## src/rtl/vend_actuator_seq_if.sv

```systemverilog
// Controller-side bundle of the vending actuator sequencer:
// command strobes in, status flags out.
interface vend_actuator_seq_if;
  logic cmd_1;
  logic cmd_2;
  logic cmd_3;
  logic busy;
  logic done;
  logic fault;
  logic overrun;

  modport master (
    output cmd_1, cmd_2, cmd_3,
    input  busy, done, fault, overrun
  );

  modport slave (
    input  cmd_1, cmd_2, cmd_3,
    output busy, done, fault, overrun
  );
endinterface

```

## src/rtl/vend_actuator_seq.sv

```systemverilog
// Actuator sequencer: queues dispense/change strobes, pulses motors, awaits sense.
// Define VEND_COUNT_EN to add the 8-bit confirmed-dispense counter output.
module vend_actuator_seq #(
  parameter int PULSE_CYCLES   = 50000,
  parameter int TIMEOUT_CYCLES = 200000,
  parameter int CNT_W          = 18
) (
  input  logic               clock,
  input  logic               reset,
  vend_actuator_seq_if.slave ctl,
  input  logic               drop_sense,
  input  logic               coin_sense,
  input  logic               fault_clr,
  output logic               act_a,
  output logic               act_b,
  output logic               act_chg
`ifdef VEND_COUNT_EN
  ,
  output logic [7:0]         vend_count
`endif
);

  typedef enum logic [2:0] {
    S_IDLE,
    S_RUN_A,
    S_RUN_B,
    S_RUN_C,
    S_WAIT,
    S_DONE,
    S_FAULT
  } state_t;

  localparam logic [CNT_W-1:0] PULSE_LD = CNT_W'(PULSE_CYCLES - 1);
  localparam logic [CNT_W-1:0] TMO_LD   = CNT_W'(TIMEOUT_CYCLES - 1);

  state_t           state_q, state_d;
  logic [2:0]       pend_q, pend_d;
  logic [CNT_W-1:0] cnt_q, cnt_d;
  logic             latch_q, latch_d;
  logic [1:0]       job_q, job_d;
  logic             ovr_q, ovr_d;
  logic             busy_q, done_q, fault_q;
  logic             drop_s1, drop_s2;
  logic             coin_s1, coin_s2;
  logic [2:0]       cmd;
  logic [2:0]       pend_cap;
  logic [2:0]       pend_left;
  logic [2:0]       start_vec;
  logic             start;
  logic             sense;
  logic             seen;
  logic             vend_inc;

  function automatic logic [1:0] first_job(input logic [2:0] p);
    if (p[0])      return 2'd0;
    else if (p[1]) return 2'd1;
    else           return 2'd2;
  endfunction

  always_comb begin
    state_d   = state_q;
    pend_d    = pend_q;
    cnt_d     = cnt_q;
    latch_d   = latch_q;
    job_d     = job_q;
    ovr_d     = ovr_q;
    start     = 1'b0;
    start_vec = 3'b000;
    vend_inc  = 1'b0;
    cmd       = {ctl.cmd_3, ctl.cmd_2, ctl.cmd_1};
    pend_cap  = pend_q | cmd;
    pend_left = pend_cap & ~(3'b001 << job_q);
    sense     = (job_q == 2'd2) ? coin_s2 : drop_s2;
    seen      = latch_q | sense;

    if (state_q != S_FAULT) begin
      pend_d = pend_cap;
      if ((cmd & pend_q) != 3'b000) ovr_d = 1'b1;
    end
    if (fault_clr) ovr_d = 1'b0;

    unique case (state_q)
      S_IDLE: begin
        if (pend_cap != 3'b000) begin
          start     = 1'b1;
          start_vec = pend_cap;
        end
      end
      S_RUN_A, S_RUN_B, S_RUN_C: begin
        latch_d = seen;
        if (cnt_q == '0) begin
          state_d = S_WAIT;
          cnt_d   = TMO_LD;
        end else begin
          cnt_d = cnt_q - 1'b1;
        end
      end
      S_WAIT: begin
        if (seen) begin
          pend_d   = pend_left;
          vend_inc = (job_q != 2'd2);
          if (pend_left != 3'b000) begin
            start     = 1'b1;
            start_vec = pend_left;
          end else begin
            state_d = S_DONE;
          end
        end else if (cnt_q == '0) begin
          state_d = S_FAULT;
          pend_d  = 3'b000;
        end else begin
          cnt_d = cnt_q - 1'b1;
        end
      end
      S_DONE:  state_d = S_IDLE;
      S_FAULT: if (fault_clr) state_d = S_IDLE;
      default: state_d = S_IDLE;
    endcase

    // Entering any RUN state restarts the pulse timer and the sense latch.
    if (start) begin
      job_d   = first_job(start_vec);
      cnt_d   = PULSE_LD;
      latch_d = 1'b0;
      unique case (first_job(start_vec))
        2'd0:    state_d = S_RUN_A;
        2'd1:    state_d = S_RUN_B;
        default: state_d = S_RUN_C;
      endcase
    end
  end

  always_ff @(posedge clock or posedge reset) begin
    if (reset) begin
      state_q <= S_IDLE;
      pend_q  <= 3'b000;
      cnt_q   <= '0;
      latch_q <= 1'b0;
      job_q   <= 2'd0;
      ovr_q   <= 1'b0;
      busy_q  <= 1'b0;
      done_q  <= 1'b0;
      fault_q <= 1'b0;
      act_a   <= 1'b0;
      act_b   <= 1'b0;
      act_chg <= 1'b0;
      drop_s1 <= 1'b0;
      drop_s2 <= 1'b0;
      coin_s1 <= 1'b0;
      coin_s2 <= 1'b0;
    end else begin
      state_q <= state_d;
      pend_q  <= pend_d;
      cnt_q   <= cnt_d;
      latch_q <= latch_d;
      job_q   <= job_d;
      ovr_q   <= ovr_d;
      busy_q  <= (state_d != S_IDLE && state_d != S_DONE)
                 || (pend_d != 3'b000);
      done_q  <= (state_d == S_DONE);
      fault_q <= (state_d == S_FAULT);
      act_a   <= (state_d == S_RUN_A);
      act_b   <= (state_d == S_RUN_B);
      act_chg <= (state_d == S_RUN_C);
      drop_s1 <= drop_sense;
      drop_s2 <= drop_s1;
      coin_s1 <= coin_sense;
      coin_s2 <= coin_s1;
    end
  end

`ifdef VEND_COUNT_EN
  always_ff @(posedge clock or posedge reset) begin
    if (reset)         vend_count <= 8'd0;
    else if (vend_inc) vend_count <= vend_count + 8'd1;
  end
`else
  logic unused_inc;
  assign unused_inc = vend_inc;
`endif

  assign ctl.busy    = busy_q;
  assign ctl.done    = done_q;
  assign ctl.fault   = fault_q;
  assign ctl.overrun = ovr_q;

endmodule

```

## src/flat_wrapper.sv

```systemverilog
// flat-port wrapper written by rule: the top's interface ports become plain ports
module vend_actuator_seq_flat 
#(
  parameter int PULSE_CYCLES   = 50000,
  parameter int TIMEOUT_CYCLES = 200000,
  parameter int CNT_W          = 18
)
  (clock, reset, drop_sense, coin_sense, fault_clr, act_a, act_b, act_chg, ctl_cmd_1, ctl_cmd_2, ctl_cmd_3, ctl_busy, ctl_done, ctl_fault, ctl_overrun);
  vend_actuator_seq_if ctl_i ();
  input  logic clock;
  input  logic reset;
  input  logic drop_sense;
  input  logic coin_sense;
  input  logic fault_clr;
  output logic act_a;
  output logic act_b;
  output logic act_chg;
  input wire logic [$bits(ctl_i.cmd_1)-1:0] ctl_cmd_1;
  input wire logic [$bits(ctl_i.cmd_2)-1:0] ctl_cmd_2;
  input wire logic [$bits(ctl_i.cmd_3)-1:0] ctl_cmd_3;
  output wire logic [$bits(ctl_i.busy)-1:0] ctl_busy;
  output wire logic [$bits(ctl_i.done)-1:0] ctl_done;
  output wire logic [$bits(ctl_i.fault)-1:0] ctl_fault;
  output wire logic [$bits(ctl_i.overrun)-1:0] ctl_overrun;
  assign ctl_i.cmd_1 = ctl_cmd_1;
  assign ctl_i.cmd_2 = ctl_cmd_2;
  assign ctl_i.cmd_3 = ctl_cmd_3;
  assign ctl_busy = ctl_i.busy;
  assign ctl_done = ctl_i.done;
  assign ctl_fault = ctl_i.fault;
  assign ctl_overrun = ctl_i.overrun;
  vend_actuator_seq #(.PULSE_CYCLES(PULSE_CYCLES), .TIMEOUT_CYCLES(TIMEOUT_CYCLES), .CNT_W(CNT_W)) u_core (.clock(clock), .reset(reset), .ctl(ctl_i), .drop_sense(drop_sense), .coin_sense(coin_sense), .fault_clr(fault_clr), .act_a(act_a), .act_b(act_b), .act_chg(act_chg));
endmodule
```

## config.mk

```make
export PLATFORM = sky130hd
export DESIGN_NAME = vend_actuator_seq_flat
export DESIGN_NICKNAME = d
export VERILOG_FILES = /design/src/rtl/vend_actuator_seq_if.sv /design/src/rtl/vend_actuator_seq.sv /design/src/flat_wrapper.sv
export SDC_FILE = /design/constraint.sdc
export NUM_CORES = 1
export LEC_CHECK = 0
export CAP_MARGIN = 15
export CORE_MARGIN = 3
export CORE_UTILIZATION = 40
export CTS_CLUSTER_SIZE = 24
export DETAILED_ROUTE_END_ITERATION = 10
export PLACE_DENSITY = 0.6
export SYNTH_ARGS = -nofsm -noshare
export SYNTH_HDL_FRONTEND = slang
export SYNTH_SLANG_ARGS = --single-unit
```

## constraint.sdc

```tcl
create_clock -name clock -period 3.7 [get_ports clock]
set_clock_uncertainty 0.2 [all_clocks]
set_input_delay 0.74 -clock clock [delete_from_list [all_inputs] [get_ports clock]]
set_output_delay 0.74 -clock clock [all_outputs]
set_load 0.005 [all_outputs]
```

==> impl_metrics.ini <==
[status]
status = completed

[yosys]
synth-seq-area-share_pct = 46.2
yosys-mux-area-fraction_pct = 0.487
post_synth_fa_ha_maj_area_fraction_pct = 0.608
synth_async_sr_flop_share_pct = 100
yosys.area_share.xor_xnor_pct = 1.70
post_synth_inst_count = 218
ys_seq_elements = 38
ys.warnings.count = 0
dominant_combinational_cell_family_by_area_after_synthesis = compound AO/OA/AOI/OAI gates
synth_cell_type_count = 56
dominantRegCellSynth = sky130_fd_sc_hd__dfrtp_1
netlist.top_cell.by_area = sky130_fd_sc_hd__dfrtp_1
post_synth_and_or_nand_nor_area_fraction_pct = 21.5
synthDominantCellAreaShare_pct = 46.2
synth.net_count = 227
synth_compound_gate_area_share_pct = 25.5
synth.avg_cell_area_um2 = 9.44
synth.area.top_cells = sky130_fd_sc_hd__dfrtp_1, sky130_fd_sc_hd__nor2_1, sky130_fd_sc_hd__o21ai_0, sky130_fd_sc_hd__a21oi_1, sky130_fd_sc_hd__nand2_1
synth_area_mm2 = 0.00206
synth_edf_count = 0

[clock_tree]
clkSinkCount = 38
cts_resized = 0
hold_buffers = 0
clkSlewWorstSetupHoldPaths_ns = 0.07
tritoncts.num_buffers = 5
ctsHtreeMaxLevel = 2
clock_tree.root_cell = sky130_fd_sc_hd__clkbuf_8
insertion_delay_ns = 0.29
max-clock-path-buffers = 2
tritoncts = built
number_of_post_cts_setup_repair_buffers = 0

[route]
detail_routed_via_count_per_cell = 5.76
detailedRoute.firstPassIterationCount = 4
drtIter0Drc = 208
ant_nets = 0
vias = 1727
post-route-drc-count = 0
routed_wirelength_um = 4720
post_drt_wl_per_cell_um = 15.7

[place]
finalWeightedCongestion = 0.857
port_buffers = 14
place_hpwl_um = 3290
post-place-ws_ns = 0.378

[global_routing]
track_usage_pct = 17.1
first_global_vias = 1674
antenna_violations_before_repair = 0
grt_start_max_net_pins = 39
overflow = 0
grt_first_pass_wirelength_um = 8200

[sta]
hold_violations = 0
fmaxAchievable_mhz = 320
worst-slew-pin-transition_ns = 0.814
min_period_over_period_pct = 84.4
tns_ns = 0
setup_violations = 0
final_max_slew_viol_count = 0
rsz_0062_raised_after_global_routing = no
rel_slew_slack_pct = 45.3
postLayoutSetupSlackWorst_ns = 0.576
period_needed_ns = 3.12

[die]
initial_utilization_pct = 42.4
die_w_um = 77.7
die_y_um = 77.7
top_level_ports = 15
fp.dieArea_mm2 = 0.00604
design.core.area_mm2 = 0.00485
core.rowCount = 25

[min_path]
hold_path_class = reg -> reg

[power]
peak_ir_drop_on_the_vdd_network_mv = 0.264
p_per_area_mw_per_mm2 = 506
power.leakage_uw = 0.000901

[final_layout]
nNetsFinal = 241
post-route-util_pct = 49.5
n_fill_cell = 467
drive_above_1_share_pct = 8.58
area_delta_synth_final_pct = 16.7
diodes = 0

[setup_path]
critPathArrivalTime_ns = 3.08
worstPathRequired_ns = 3.66
critical_path.startpoint_type = register
crit_path_end_kind = register
critical_path_class = reg -> reg
worstPathMaxFanout = 10

[flow_run]
maxCapViolations = 0
==> synthesized netlist by cell type (3+ instances only) <==
library cell and number:
sky130_fd_sc_hd__o31ai_1 5, sky130_fd_sc_hd__a21oi_1 11, sky130_fd_sc_hd__a21o_1 4, sky130_fd_sc_hd__xnor2_1 4, sky130_fd_sc_hd__or3_1 4, sky130_fd_sc_hd__a211oi_1 4
sky130_fd_sc_hd__dfrtp_1 38, sky130_fd_sc_hd__nor4b_1 3, sky130_fd_sc_hd__o21ai_0 13, sky130_fd_sc_hd__o211ai_1 3, sky130_fd_sc_hd__nor2_1 25, sky130_fd_sc_hd__nor3_1 6
sky130_fd_sc_hd__nand2b_1 6, sky130_fd_sc_hd__inv_1 11, sky130_fd_sc_hd__clkbuf_1 7, sky130_fd_sc_hd__nand3_1 6, sky130_fd_sc_hd__nand2_1 13, sky130_fd_sc_hd__nor4_1 7
==> final timing paths <==
kind,from,slack [ns],end,depth (start not counted)
worst min-delay path,u_core.coin_s1$_DFF_PP0_,0.15,u_core.coin_s2$_DFF_PP0_,0
worst max register to register,u_core.cnt_q[0]$_DFFE_PP0P_,0.58,u_core.cnt_q[2]$_DFFE_PP0P_,8
min in group asynchronous,reset,0.67,u_core.state_q[0]$_DFF_PP0_,3
worst min register to register,u_core.coin_s1$_DFF_PP0_,0.15,u_core.coin_s2$_DFF_PP0_,0
worst max-delay path,u_core.cnt_q[0]$_DFFE_PP0P_,0.58,u_core.cnt_q[2]$_DFFE_PP0P_,8
max in group asynchronous,reset,2.29,u_core.cnt_q[1]$_DFFE_PP0P_,3
==> metrics by stage <==
stage / cells / hold slack (ns) / power [µW] / area, µm²
after floorplan: 218 / 0.131 / 715 / 2060
after CTS: 300 / 0.153 / 1230 / 2400
after detailed placement: 292 / 0.135 / 782 / 2260
after global placement: 292 / 0.132 / 784 / 2260
after global routing: 300 / 0.163 / 1290 / 2400
final: 300 / 0.151 / 1210 / 2400
==> area by class of cell <==
type | instances | area [µm²] | area share (%)
clock inverter | 2 | 60.1 | 2.50
multi-input combinational | 160 | 1030 | 42.8
timing repair buffer | 16 | 155 | 6.47
tap | 67 | 83.8 | 3.49
inverter | 11 | 41.3 | 1.72
clock buffer | 6 | 82.6 | 3.44
sequential | 38 | 951 | 39.6
==> kinds of logic (layout without fill, tap and decap cells) <==
kind of cell | count (synthesis) | count (layout)
AOI/OAI and AO/OA | 69 | 69
muxes | 1 | 1
adders and majority gates | 1 | 1
buffers and inverters | 20 | 35
DFF | 38 | 38
xor gates and xnor gates | 4 | 4
and+or+nand+nor | 85 | 85
==> sequential cells by signal, summed over array words and instances (netlist names) <==
register,flops
u_core.drop_s1,1
u_core.job_q,2
u_core.state_q,3
u_core.ctl.overrun,1
u_core.pend_q,3
u_core.coin_s1,1
u_core.coin_s2,1
u_core.cnt_q,18
u_core.ctl.fault,1
u_core.act_chg,1
u_core.act_b,1
u_core.act_a,1
u_core.latch_q,1
u_core.ctl.done,1
u_core.ctl.busy,1
u_core.drop_s2,1
==> critical path, cell delays in order, from the launching register on <==
cell	delay, ns
sky130_fd_sc_hd__dfrtp_1	0.39
sky130_fd_sc_hd__inv_1	0.08
sky130_fd_sc_hd__ha_1	0.22
sky130_fd_sc_hd__nor4b_1	0.50
sky130_fd_sc_hd__nand3_1	0.45
sky130_fd_sc_hd__o21ai_2	0.45
sky130_fd_sc_hd__nand2_1	0.31
sky130_fd_sc_hd__a211oi_1	0.33
sky130_fd_sc_hd__a31oi_1	0.06
==> cells in the final DEF (no fill, tap or decap), types with 4 or more instances in the layout <==
cell and instances:
sky130_fd_sc_hd__nand3_1 6, sky130_fd_sc_hd__nand2b_1 6, sky130_fd_sc_hd__a211oi_1 4, sky130_fd_sc_hd__a21oi_1 11, sky130_fd_sc_hd__o21ai_0 13, sky130_fd_sc_hd__clkbuf_8 6
sky130_fd_sc_hd__dfrtp_1 38, sky130_fd_sc_hd__nor3_1 6, sky130_fd_sc_hd__xnor2_1 4, sky130_fd_sc_hd__nor2_1 25, sky130_fd_sc_hd__a21o_1 4, sky130_fd_sc_hd__clkdlybuf4s50_1 14
sky130_fd_sc_hd__inv_1 11, sky130_fd_sc_hd__nand2_1 13, sky130_fd_sc_hd__nor4_1 7, sky130_fd_sc_hd__o31ai_1 5, sky130_fd_sc_hd__or3_1 4
==> per-layer routing <==
metal | wire, µm | share of wire (%) | global-route usage [%] | vias up
met1 | 2420 | 51 | 25.9 | 833
met4 | 61 | 1.3 | 5.69 | 0
met5 | 0 | 0 | 0 | -
li1 | - | - | - | 845
met2 | 2030 | 43 | 23.9 | 42
met3 | 204 | 4.3 | 3.60 | 7
==> power by group <==
group	internal (µW)	switching (µW)
clock network	288	150
logic	106	103
registers	481	87.0
No activity file was read; power rests on OpenSTA's default activity.
